File: src/rtl/wb_stage_pkg.sv
// Shared definitions for the LemonPC writeback stage: widths and source identifiers.
package wb_stage_pkg;

  localparam int REG_ADDR_W = 5;
  localparam int XLEN       = 32;

  typedef enum logic {
    WB_SRC_EXU = 1'b0,
    WB_SRC_LSU = 1'b1
  } wb_src_e;

endpackage

File: src/rtl/wb_stage_arbiter.sv
// Two-way round-robin arbiter (bit 0 = EXU, bit 1 = LSU).
// The grant is combinational; only the last winner is stored.
module wb_arbiter
  import wb_stage_pkg::*;
(
  input  logic       clk,
  input  logic       rst_n,
  input  logic [1:0] req,
  input  logic       xfer,
  output logic [1:0] gnt
);

  wb_src_e rr_last;

  always_comb begin
    // NOTE: default every output first so no path through the block infers a latch.
    gnt = req;
    if (req == 2'b11) begin
      gnt = (rr_last == WB_SRC_EXU) ? 2'b10 : 2'b01;
    end
  end

  // Reset to LSU so EXU wins the first tie.
  always_ff @(posedge clk or negedge rst_n) begin
    // NOTE: non-blocking assignments keep every flop sampling pre-edge values.
    if (!rst_n) begin
      rr_last <= WB_SRC_LSU;
    end else if (xfer) begin
      rr_last <= gnt[1] ? WB_SRC_LSU : WB_SRC_EXU;
    end
  end

endmodule

File: src/rtl/wb_stage.sv
// LemonPC writeback stage: arbitrates EXU/LSU results onto the register-file write port.
// Optional forwarding outputs are enabled by defining WB_BYPASS_EN.
module wb_stage
  import wb_stage_pkg::*;
#(
  parameter int ADDR_WIDTH = REG_ADDR_W,
  parameter int DATA_WIDTH = XLEN
) (
  input  logic                  clk,
  input  logic                  rst_n,
  input  logic                  exu_valid,
  output logic                  exu_ready,
  input  logic                  exu_wen,
  input  logic [ADDR_WIDTH-1:0] exu_rd,
  input  logic [DATA_WIDTH-1:0] exu_data,
  input  logic                  lsu_valid,
  output logic                  lsu_ready,
  input  logic                  lsu_wen,
  input  logic [ADDR_WIDTH-1:0] lsu_rd,
  input  logic [DATA_WIDTH-1:0] lsu_data,
  output logic                  rf_wen,
  output logic [ADDR_WIDTH-1:0] rf_rd,
  output logic [DATA_WIDTH-1:0] rf_data,
  output logic                  byp_valid,
  output logic [ADDR_WIDTH-1:0] byp_rd,
  output logic [DATA_WIDTH-1:0] byp_data,
  output logic [63:0]           instret
);

  logic [1:0]            gnt;
  logic                  xfer;
  logic                  sel_wen;
  logic [ADDR_WIDTH-1:0] sel_rd;
  logic [DATA_WIDTH-1:0] sel_data;

  wb_arbiter u_arb (
    .clk   (clk),
    .rst_n (rst_n),
    .req   ({lsu_valid, exu_valid}),
    .xfer  (xfer),
    .gnt   (gnt)
  );

  assign exu_ready = gnt[0];
  assign lsu_ready = gnt[1];
  assign xfer      = |gnt;

  assign sel_wen  = gnt[1] ? lsu_wen  : exu_wen;
  assign sel_rd   = gnt[1] ? lsu_rd   : exu_rd;
  assign sel_data = gnt[1] ? lsu_data : exu_data;

  // x0 is hardwired zero: such beats retire but never assert the write enable.
  always_ff @(posedge clk or negedge rst_n) begin
    if (!rst_n) begin
      rf_wen  <= 1'b0;
      rf_rd   <= '0;
      rf_data <= '0;
      instret <= '0;
    end else if (xfer) begin
      rf_wen  <= sel_wen && (sel_rd != '0);
      rf_rd   <= sel_rd;
      rf_data <= sel_data;
      instret <= instret + 64'd1;
    end else begin
      rf_wen  <= 1'b0;
    end
  end

`ifdef WB_BYPASS_EN
  assign byp_valid = rf_wen;
  assign byp_rd    = rf_rd;
  assign byp_data  = rf_data;
`else
  assign byp_valid = 1'b0;
  assign byp_rd    = '0;
  assign byp_data  = '0;
`endif

endmodule
File: config.mk
export PLATFORM = sky130hd
export DESIGN_NAME = wb_stage
export DESIGN_NICKNAME = d
export VERILOG_FILES = /design/src/rtl/wb_stage_pkg.sv /design/src/rtl/wb_stage_arbiter.sv /design/src/rtl/wb_stage.sv
export SDC_FILE = /design/constraint.sdc
export NUM_CORES = 1
export LEC_CHECK = 0
export BUFFER_PORTS_ARGS = -buffer_cell sky130_fd_sc_hd__buf_2
export CAP_MARGIN = 0
export CORE_MARGIN = 2
export CORE_UTILIZATION = 52
export CTS_BUF_LIST = sky130_fd_sc_hd__clkbuf_8 sky130_fd_sc_hd__clkbuf_16
export DETAILED_ROUTE_END_ITERATION = 16
export PLACE_DENSITY_LB_ADDON = 0.1
export SLEW_MARGIN = 20
export SYNTH_ARGS = -nofsm -noshare
export SYNTH_HDL_FRONTEND = slang
export SYNTH_HIERARCHICAL = 1
export SYNTH_SLANG_ARGS = --single-unit
File: constraint.sdc
create_clock -name clk -period 4 [get_ports clk]
set_clock_uncertainty 0.05 [all_clocks]
set_input_delay 0.8 -clock clk [delete_from_list [all_inputs] [get_ports clk]]
set_output_delay 0.8 -clock clk [all_outputs]
set_load 0.1 [all_outputs]
# Word-level counts from Yosys, hierarchy flattened
# Cells that the tools add are included.
op_classes:
  muxes: 7
  addsub: 1
  n_eq_ne: 1
  reduce_logical: 3
op_table:
  columns: ["op", "n"]
  rows:
  - ["adder 64 x 1 -> 64 bit, second input constant", 1]
  - ["two-way mux 32 bit", 1]
  - ["two-way mux 5 bit", 1]
  - ["nonzero test 5 bit", 1]
  - ["two-way mux 2 bit", 2]
  - ["two-way mux 1 bit", 3]
  - ["== test 2 bit, second input constant", 1]
  - ["OR reduction 2 bit", 1]
  - ["logical AND 1 bit", 1]
word_totals:
  ff_bits: 103
  output_inout_bits: 142

# Longest topological paths before layout
logic_depth:
  word_depth: 6
  mapped_depth: 9

# Modules after synthesis
# Netlist, hierarchy kept.
modules_own_cells:
  columns: ["mod", "instances", "cells_per_inst", "seq_area_each_um2", "area_per_inst_um2"]
  rows:
  - ["wb_stage", 1, 490, 2552.4, 5039.8]
  - ["wb_arbiter", 1, 5, 26.3, 63.8]

# Worst setup path before layout
# Ideal clock, no wire load.
synth_timing:
  kind: "input to register"
  startpoint: "input port exu_valid"
  endpoint: "register instret[59]"
  path_buffers: 2
  path_stages: 8
  slack_ns: -0.764
  t_required_ns: 3.788
  arrival_time_ns: 4.552
  cell_sequence: "a21boi_0 clkbuf_1 o211ai_2 nor4_4 nand4_1 buf_2 nor3_1 xor2_1"
synth_between:
  elab_chain_cells: 3
synth_lines:
  columns: ["element", "line_no", "text"]
  rows:
  - ["start, declared", "wb_stage.sv:11", "input logic exu_valid,"]
  - ["== test 2 bit", "wb_stage_arbiter.sv:18", "if (req == 2'b11) begin"]
  - ["two-way mux 2 bit *", "wb_stage_arbiter.sv:18", null]
  - ["OR reduction 2 bit *", "wb_stage.sv:46", "assign xfer = |gnt;"]
  - ["end signal, assigned", "wb_stage.sv:63", "instret <= instret + 64'd1;"]
  - ["end, declared", "wb_stage.sv:27", "output logic [63:0] instret"]
# Mark *: on every way between the ends. The rest lies on a longest branch, timed or not.
# A chain may end at the register's enable or synchronous reset.

# Worst setup path in the final report
layout_timing:
  startpoint: "register u_arb.rr_last"
  endpoint: "output port exu_ready"
layout_between:
  elab_chain_cells: 2
layout_lines:
  columns: ["element", "line_no", "text"]
  rows:
  - ["start, declared", "wb_stage_arbiter.sv:13", "wb_src_e rr_last;"]
  - ["start signal, assigned", "wb_stage_arbiter.sv:29", "rr_last <= gnt[1] ? WB_SRC_LSU : WB_SRC_EXU;"]
  - ["two-way mux 2 bit", "wb_stage_arbiter.sv:19", "gnt = (rr_last == WB_SRC_EXU) ? 2'b10 : 2'b01;"]
  - ["two-way mux 2 bit", "wb_stage_arbiter.sv:18", null]
  - ["end, declared", "wb_stage.sv:12", "output logic exu_ready,"]
# Every way passes these cells.

==> results.json <==
{
  "worst_slew_pin_slew_ns": 0.806,
  "ys_ff_latch": 103,
  "die_h_um": 103,
  "finalWorstSetupSlack_ns": 0.838,
  "synth-compound-area-share": 0.0481,
  "clkSlewWorstSetupHoldPaths_ns": 0.10,
  "final_common_cell": "buf_2",
  "clk_latency_ns": 0.36,
  "drt_pass1_iterations": 4,
  "post_cts_resized": 0,
  "finalHoldViolations": 0,
  "cts_setup_buffers": 0,
  "die_w_um": 103,
  "arrival_ns": 2.31,
  "ys.flop_type": "dfrtp_1",
  "avgSynthCellArea_sq_um": 10.3,
  "synthAdderAreaFrac": 0.00245,
  "core_area_sq_mm": 0.00964,
  "wl_per_cell_um": 15.3,
  "final_cells": 814,
  "drc": 0,
  "ir_worst_vdd_uv": 322,
  "setup-violations-final": 0,
  "antenna_found_initial": 0,
  "rsz0062_at_grt": "no",
  "vias_per_cell": 5.13,
  "layout_common_cells": "182 x buf_2, 102 x dfrtp_1, 66 x nand2_1, 38 x o21ai_0, 38 x conb_1",
  "start_kind": "flop",
  "cts_hold_buf": 0,
  "wl_met1_mm": 5.41,
  "grt_pass1_vias": 3813,
  "top_layer_used": "met4",
  "cp-end-kind": "primary output",
  "post-place-ws_ns": 0.816,
  "synthArstFlopShare": 1.00,
  "slew_viol_final": 0,
  "grt_overflow": 0,
  "layout-drive-gt1-share": 0.313,
  "rows": 36,
  "grt_util_all_layers": 0.231,
  "synth_top_family_by_area": "simple AND/OR/NAND/NOR gates",
  "r2r_start": "u_arb/rr_last",
  "cts_made_buffers": 9,
  "synth-simple-area-share": 0.186,
  "vias": 4174,
  "cts_tree": "done",
  "wl_met2_mm": 6.19,
  "dr_wl_met3_um": 708,
  "leakage_nw": 3.29,
  "rr_worst_depth": 7,
  "hold_class": "in2async",
  "utilization": 0.646,
  "synth_edf_count": 0,
  "slew_headroom": 0.458,
  "grt_pass1_wl_mm": 19.1,
  "layout.nets": 757,
  "clock_sinks": 103,
  "num_io_pins": 222,
  "wl_mm": 12.5,
  "tns_ns": 0,
  "port_buffers": 183,
  "dp_cells": 798,
  "reg2reg_to": "instret[37]",
  "critPathKind": "reg2out",
  "yosysWarnings": 6,
  "antenna_cells": 0,
  "syn_area_sq_mm": 0.00510,
  "cp.required_ns": 3.15,
  "ctsLongestPathBuffers": 2,
  "dieArea_sq_mm": 0.0106,
  "ant_nets": 0,
  "path_max_fanout": 40,
  "rrSetupSlack_ns": 1.17,
  "gp_congestion": 0.815,
  "period_minus_slack_ns": 3.16,
  "drt-initial-drc-count": 183,
  "synthCells": 495,
  "start_util": 0.529,
  "cts-root-buf": "clkbuf_8",
  "dp_hpwl_mm": 9.26,
  "powerDensity_mw_per_mm2": 511,
  "maxCapViolCount": 0,
  "synth-seq-area-share": 0.505,
  "ys_types": 36,
  "fmax_mhz": 316,
  "grt_start_max_net_pins": 80,
  "synthToLayoutAreaGrowth_pct": 22.1,
  "status": "complete, no violations",
  "synth.mux.area_fraction": 0.0777,
  "synthXorXnorAreaFrac": 0.108,
  "fin_crit_sh": 0.790,
  "h-tree-depth": 3
}
==> cells in the mapped netlist, types with 7 or more instances <==
| library cell | instances | area share |
|---|---|---|
| buf_4 | 38 | 0.056 |
| nor3_1 | 22 | 0.022 |
| nor2_1 | 17 | 0.013 |
| clkbuf_1 | 11 | 0.0081 |
| o21ai_0 | 38 | 0.037 |
| nor4_1 | 11 | 0.013 |
| nand4_1 | 21 | 0.026 |
| and3_1 | 7 | 0.0086 |
| mux2i_1 | 37 | 0.073 |
| nand2_1 | 66 | 0.049 |
| dfrtp_1 | 102 | 0.50 |
| nand3_1 | 24 | 0.024 |
| xnor2_1 | 28 | 0.048 |
| xor2_1 | 35 | 0.060 |
==> report_power, final <==
group          internal, mW  leakage (nW)  switching, mW
registers              1.14          1.33         0.0789
clock network         0.299         0.102          0.379
logic                 0.197          1.85           1.09
==> layout make-up <==
| class | instances | area (sq um) |
|---|---|---|
| Clock inverter | 7 | 80.1 |
| Tap cell | 133 | 166 |
| Inverter | 5 | 18.8 |
| Sequential cell | 103 | 2580 |
| Clock buffer | 9 | 124 |
| Timing Repair Buffer | 187 | 948 |
| Fill cell | 885 | 3410 |
| Multi-Input combinational cell | 370 | 2310 |
==> how the worst max path moves through the flow <==
stage	to	start	cells past startpoint
floorplan	instret[59]	exu_valid	8
global placement	instret[37]	lsu_valid	7
detailed placement	instret[37]	exu_valid	7
CTS	exu_ready	u_arb/rr_last	4
global route	exu_ready	u_arb/rr_last	4
finish	exu_ready	u_arb/rr_last	4
==> logic make-up after synthesis <==
group | Yosys count
buffers and inverters | 59
AND/OR/NAND/NOR | 185
XOR/XNOR | 63
other | 1
multiplexers | 39
AO/OA/AOI/OAI | 44
adder cells (fa/ha/maj) | 1
flip-flops | 103
==> layer usage <==
metal | global-route usage | vias to the layer above
met4 | 0.0658 | 0
met3 | 0.0332 | 13
met5 | 0 | -
met2 | 0.392 | 135
met1 | 0.311 | 2010
li1 | - | 2016
==> stage by stage <==
stage | instance area [sq um] | hold WS, ns | power [mW]
after global placement | 6030 | 0.407 | 2.53
final | 6230 | 0.371 | 3.19
after global routing | 6230 | 0.396 | 3.31
after floorplan | 5240 | 0.454 | 2.33
after detailed placement | 6030 | 0.422 | 2.54
after CTS | 6230 | 0.381 | 3.21
==> flip-flops by register name, indices dropped and copies added, names as in the netlist <==
name and count:
instret 64, rf_data 32, rf_rd 5, rf_wen 1
u_arb/rr_last 1
==> worst max-delay path: stages (launching register included) <==
cell and delay (ns):
dfstp_2 0.58, inv_1 0.08, a21boi_4 0.18, buf_4 0.55
buf_2 0.55
(Power assumes the default switching activity.)
